**src/rtl/picosoc_mem_arbiter.sv**
```systemverilog
`default_nettype none
// ============================================================================
// picosoc_mem_arbiter : two-master round-robin arbiter with watchdog for the
//                       PicoSoC native memory bus.            Rev 1.0
// ============================================================================
module picosoc_mem_arbiter #(
   parameter int          TIMEOUT_CYCLES = 255,
   parameter logic [31:0] ERR_RDATA      = 32'hFFFF_FFFF
) (
   input  logic        clk,
   input  logic        reset,
   input  logic        m0_valid,
   input  logic        m0_instr,
   input  logic [31:0] m0_addr,
   input  logic [31:0] m0_wdata,
   input  logic [3:0]  m0_wstrb,
   output logic        m0_ready,
   output logic [31:0] m0_rdata,
   input  logic        m1_valid,
   input  logic        m1_instr,
   input  logic [31:0] m1_addr,
   input  logic [31:0] m1_wdata,
   input  logic [3:0]  m1_wstrb,
   output logic        m1_ready,
   output logic [31:0] m1_rdata,
   output logic        s_valid,
   output logic        s_instr,
   output logic [31:0] s_addr,
   output logic [31:0] s_wdata,
   output logic [3:0]  s_wstrb,
   input  logic        s_ready,
   input  logic [31:0] s_rdata,
   output logic [1:0]  grant,
   output logic        timeout_err
);

   localparam bit                WDOG_EN   = (TIMEOUT_CYCLES > 0);
   localparam int                WDOG_W    = WDOG_EN ? $clog2(TIMEOUT_CYCLES + 1) : 1;
   localparam logic [WDOG_W-1:0] WDOG_LAST = WDOG_EN ? WDOG_W'(TIMEOUT_CYCLES - 1) : '0;

   // State encoding doubles as the one-hot grant vector.
   typedef enum logic [1:0] {
      ST_IDLE   = 2'b00,
      ST_GRANT0 = 2'b01,
      ST_GRANT1 = 2'b10
   } state_t;

   state_t            r_state;
   logic              r_last_grant;
   logic [WDOG_W-1:0] r_wdog;

   logic        w_busy;
   logic        w_sel1;
   logic        w_mvalid;
   logic        w_timeout;
   logic        w_done;
   logic [31:0] w_rdata;

   // Reset also masks the bus so an abandoned transfer never completes.
   assign w_busy    = (r_state != ST_IDLE) && !reset;
   assign w_sel1    = (r_state == ST_GRANT1);
   assign w_mvalid  = w_sel1 ? m1_valid : m0_valid;
   assign w_timeout = WDOG_EN && w_busy && w_mvalid && !s_ready && (r_wdog == WDOG_LAST);
   assign w_done    = w_busy && w_mvalid && (s_ready || w_timeout);
   assign w_rdata   = s_ready ? s_rdata : ERR_RDATA;

   assign s_valid     = w_busy && w_mvalid && !w_timeout;
   assign s_instr     = w_busy && (w_sel1 ? m1_instr : m0_instr);
   assign s_addr      = w_busy ? (w_sel1 ? m1_addr  : m0_addr)  : '0;
   assign s_wdata     = w_busy ? (w_sel1 ? m1_wdata : m0_wdata) : '0;
   assign s_wstrb     = w_busy ? (w_sel1 ? m1_wstrb : m0_wstrb) : '0;

   assign m0_ready    = w_done && !w_sel1;
   assign m1_ready    = w_done &&  w_sel1;
   assign m0_rdata    = m0_ready ? w_rdata : '0;
   assign m1_rdata    = m1_ready ? w_rdata : '0;
   assign timeout_err = w_timeout;
   assign grant       = r_state;

   always_ff @(posedge clk) begin
      if (reset) begin
         r_state      <= ST_IDLE;
         r_last_grant <= 1'b1;
         r_wdog       <= '0;
      end else begin
         case (r_state)
            ST_IDLE: begin
               r_wdog <= '0;
               if (m0_valid && (!m1_valid || r_last_grant))
                  r_state <= ST_GRANT0;
               else if (m1_valid)
                  r_state <= ST_GRANT1;
            end
            ST_GRANT0, ST_GRANT1: begin
               // Completion, watchdog expiry and master abort all release the bus.
               if (!w_mvalid || w_done) begin
                  r_state      <= ST_IDLE;
                  r_last_grant <= w_sel1;
                  r_wdog       <= '0;
               end else if (WDOG_EN) begin
                  r_wdog <= r_wdog + 1'b1;
               end
            end
            default: r_state <= ST_IDLE;
         endcase
      end
   end

endmodule
`default_nettype wire

```
**config.mk**
```make
export PLATFORM = sky130hd
export DESIGN_NAME = picosoc_mem_arbiter
export DESIGN_NICKNAME = d
export VERILOG_FILES = /design/src/rtl/picosoc_mem_arbiter.sv
export SDC_FILE = /design/constraint.sdc
export NUM_CORES = 1
export LEC_CHECK = 0
export BUFFER_PORTS_ARGS = -buffer_cell sky130_fd_sc_hd__buf_2
export CAP_MARGIN = 15
export CORE_AREA = 8 8 114 116
export CTS_CLUSTER_SIZE = 8
export DETAILED_ROUTE_END_ITERATION = 10
export DIE_AREA = 0 0 122 124
export PLACE_DENSITY = 0.63
export SLEW_MARGIN = 20
export SYNTH_ARGS = -nofsm -noshare
export SYNTH_HDL_FRONTEND = slang
export SYNTH_SLANG_ARGS = --single-unit
export TNS_END_PERCENT = 5
```
**constraint.sdc**
```tcl
create_clock -name clk -period 2.5 [get_ports clk]
set_input_delay 0.625 -clock clk [delete_from_list [all_inputs] [get_ports clk]]
set_output_delay 0.625 -clock clk [all_outputs]
set_load 0.005 [all_outputs]
```
==> impl_metrics.json <==
{
  "ys_top_cells_by_count": "nor2_1, mux2i_1, clkbuf_1, nor2_4",
  "ys_ff_latch": 11,
  "rsz0062_at_grt": "yes",
  "crit_slowest_cell": "dfxtp_2",
  "violations": "negative setup slack",
  "yosysMostFrequentCell": "nor2_1",
  "fp.coreArea_sq_mm": 0.01117,
  "dpl.hpwl_microns": 11310,
  "slew_headroom_pct": 71.18,
  "die_w_microns": 122,
  "start_kind": "register",
  "syn_to_final_growth_pct": 83.72,
  "wl_microns": 12980,
  "hold_viol_final": 0,
  "worst_pin_slew_ns": 0.4278,
  "synth_nets": 547,
  "critical_path_class": "reg2out",
  "hold_path.class": "reg2reg",
  "synth-seq-area-share_pct": 8.952,
  "ir_drop_v": 0.0001699,
  "fin_total_pwr_mw": 1.386,
  "n_antenna_cell": 0,
  "maxCapViolations": 0,
  "die_h_microns": 124,
  "drt_iter0_markers": 127,
  "cts_tree": "done",
  "required_ns": 1.88,
  "power_density_mw_per_mm2": 306.6,
  "cp.arrival_ns": 1.93,
  "grt_max_degree": 44,
  "grt_pass1_vias": 3646,
  "setup_ws_ns": -0.05466,
  "postSynthAreaPerCell_sq_um": 6.703,
  "drt-wirelength-per-cell_microns": 15.72,
  "path_clk_slew_ns": 0.04,
  "ios": 314,
  "viasPerCell": 4.437,
  "min_period_ns": 2.555,
  "cp_top_family": "buffers and inverters",
  "dpl.cell_count": 821,
  "yosysUniqueCellTypes": 42,
  "root_buffer": "clkbuf_16",
  "final_core_util_pct": 40.44,
  "initial_core_util_pct": 22.01,
  "synth-edff-count": 0,
  "clock_path_buffers": 2,
  "pre_cts_ws_ns": -0.1452,
  "post_cts_buffers": 0,
  "netlist_instances": 367,
  "ant_nets": 0,
  "gp_congestion": 0.8352,
  "die-area_sq_mm": 0.01513,
  "htreeDepth": 1,
  "ys_top_cells_by_area": "mux2i_1, nor2_1, dfxtp_1",
  "drv_slew": 0,
  "post-route-drc-count": 0,
  "ff_latch_area_sq_um": 221.5,
  "synth_top_area_share_pct": 28.08,
  "worstPathCellList": "buf_6 > ha_4 > buf_4 > buf_16 > buf_16 > mux2i_1 > nor2_1 > buf_2",
  "clk_latency_ns": 0.23,
  "outcome": "complete, but fails checks",
  "setup_viol": 36,
  "portBuffers": 313,
  "multi_input_area_sq_mm": 0.002081,
  "placementRows": 39,
  "synth_flop_cell": "dfxtp_1",
  "fmax_mhz": 391.4,
  "period_share_pct": 102.2,
  "cts_buffers": 3,
  "antenna_found_initial": 0,
  "grt_pass1_wl_microns": 18840,
  "p_leak_nw": 2.490,
  "dr_total_vias": 3665,
  "overflow": 0,
  "layout-drive-gt1-share_pct": 57.69,
  "cp_common_cell": "buf_16",
  "worstPathMaxFanout": 42,
  "final_nets": 864,
  "cp_num_buf_inv": 5,
  "fin_cells": 826,
  "yosysTopAreaCell": "mux2i_1",
  "yosysWarnings": 0,
  "critPathCaptureType": "primary output",
  "ys_async_sr_fraction_pct": 0,
  "fillers": 1209,
  "cp_slowest_stage_delay_ns": 0.34,
  "syn-cell-area_sq_mm": 0.002460,
  "skew_ns": 0.0003980,
  "numClockSinks": 11,
  "fin_tns_setup_ns": -0.6927,
  "grtUsageTotal_pct": 15.40,
  "first_pass_iters": 5
}
-- layer usage --
| metal | vias up | GRT usage (%) | share of wire (%) |
|---|---|---|---|
| met5 | - | 0 | 0 |
| met3 | 12 | 5.802 | 12 |
| met4 | 0 | 2.467 | 0.82 |
| met1 | 1591 | 16.10 | 37 |
| met2 | 202 | 29.07 | 51 |
| li1 | 1860 | - | - |
-- cells in the final DEF, fill, tap and decap left out, types with 2 or more instances in the layout --
| master | n |
|---|---|
| nor2_2 | 12 |
| nor2_1 | 138 |
| nand3_1 | 7 |
| dfxtp_1 | 10 |
| nor4_1 | 3 |
| buf_4 | 22 |
| nor3_1 | 3 |
| o21ai_0 | 4 |
| mux2i_2 | 2 |
| xnor2_1 | 2 |
| nand2_1 | 6 |
| buf_2 | 312 |
| clkbuf_16 | 3 |
| a211o_1 | 2 |
| a221oi_1 | 2 |
| o2111ai_1 | 5 |
| o211ai_1 | 5 |
| nor2_4 | 20 |
| a211oi_1 | 3 |
| inv_1 | 10 |
| mux2i_1 | 67 |
| ha_1 | 3 |
| buf_16 | 3 |
| buf_12 | 3 |
| buf_6 | 4 |
| a21oi_1 | 4 |
-- metrics by stage --
step / cell area (sq um) / hold slack [ns]
finish: 4519 / 0.5466
global route: 4519 / 0.5630
floorplan: 2460 / 0.4787
CTS: 4486 / 0.5368
global placement: 4325 / 0.5233
detailed placement: 4325 / 0.5211
-- report_power, final --
group	total [mW]	switching [mW]	internal (mW)	leakage, nW
logic	0.904	0.460	0.445	2.36
clock network	0.287	0.0737	0.214	0.0382
registers	0.194	0.00712	0.187	0.0896
total	1.39	0.541	0.845	2.49
-- cell type report --
| class | instances | share of cell area (%) |
|---|---|---|
| well taps | 143 | 3.959 |
| repair buffers | 344 | 42.36 |
| multi-input cells | 312 | 46.04 |
| inverters | 12 | 0.9967 |
| clock buffers | 4 | 1.744 |
| flip-flops and latches | 11 | 4.900 |
-- worst paths after layout --
kind         slack, ns                     end  depth (start not counted)                    from
min reg2reg       0.55  r_wdog[6]$_SDFFE_PP0P_                          2  r_wdog[6]$_SDFFE_PP0P_
max              -0.05               s_addr[7]                          8   grant[1]$_SDFFE_PP0P_
max reg2reg       0.53   grant[1]$_SDFFE_PP0P_                          7   grant[1]$_SDFFE_PP0P_
min               0.55  r_wdog[6]$_SDFFE_PP0P_                          2  r_wdog[6]$_SDFFE_PP0P_
-- worst min-delay path, cell delays in order (launching register included) --
cell and delay (ns):
dfxtp_1 0.34, inv_1 0.09, o31ai_1 0.07
-- cells by family (layout without fill, tap and decap cells) --
kind of cell               Yosys count  after routing  synth area share [%]
DFF                                 11             11                 8.952
muxes                               71             71                 28.99
adders and majority gates            5              5                 2.543
and+or+nand+nor                    204            204                 40.80
buffers and inverters               44            360                 9.207
AOI/OAI and AO/OA                   30             30                 8.800
xor gates and xnor gates             2              2                0.7122
-- flip-flops by register name, summed over array words and instances, names as in the netlist --
signal        count
grant             2
r_last_grant      1
r_wdog            8
-- repair_timing --
action                                  CTS  global route
hold buffers                              0             0
pin swaps                                 2             6
endpoints found under the setup margin  124           113
gates cloned                              1             0
resized for setup                        18             9
No activity file was read; power rests on OpenSTA's default activity.
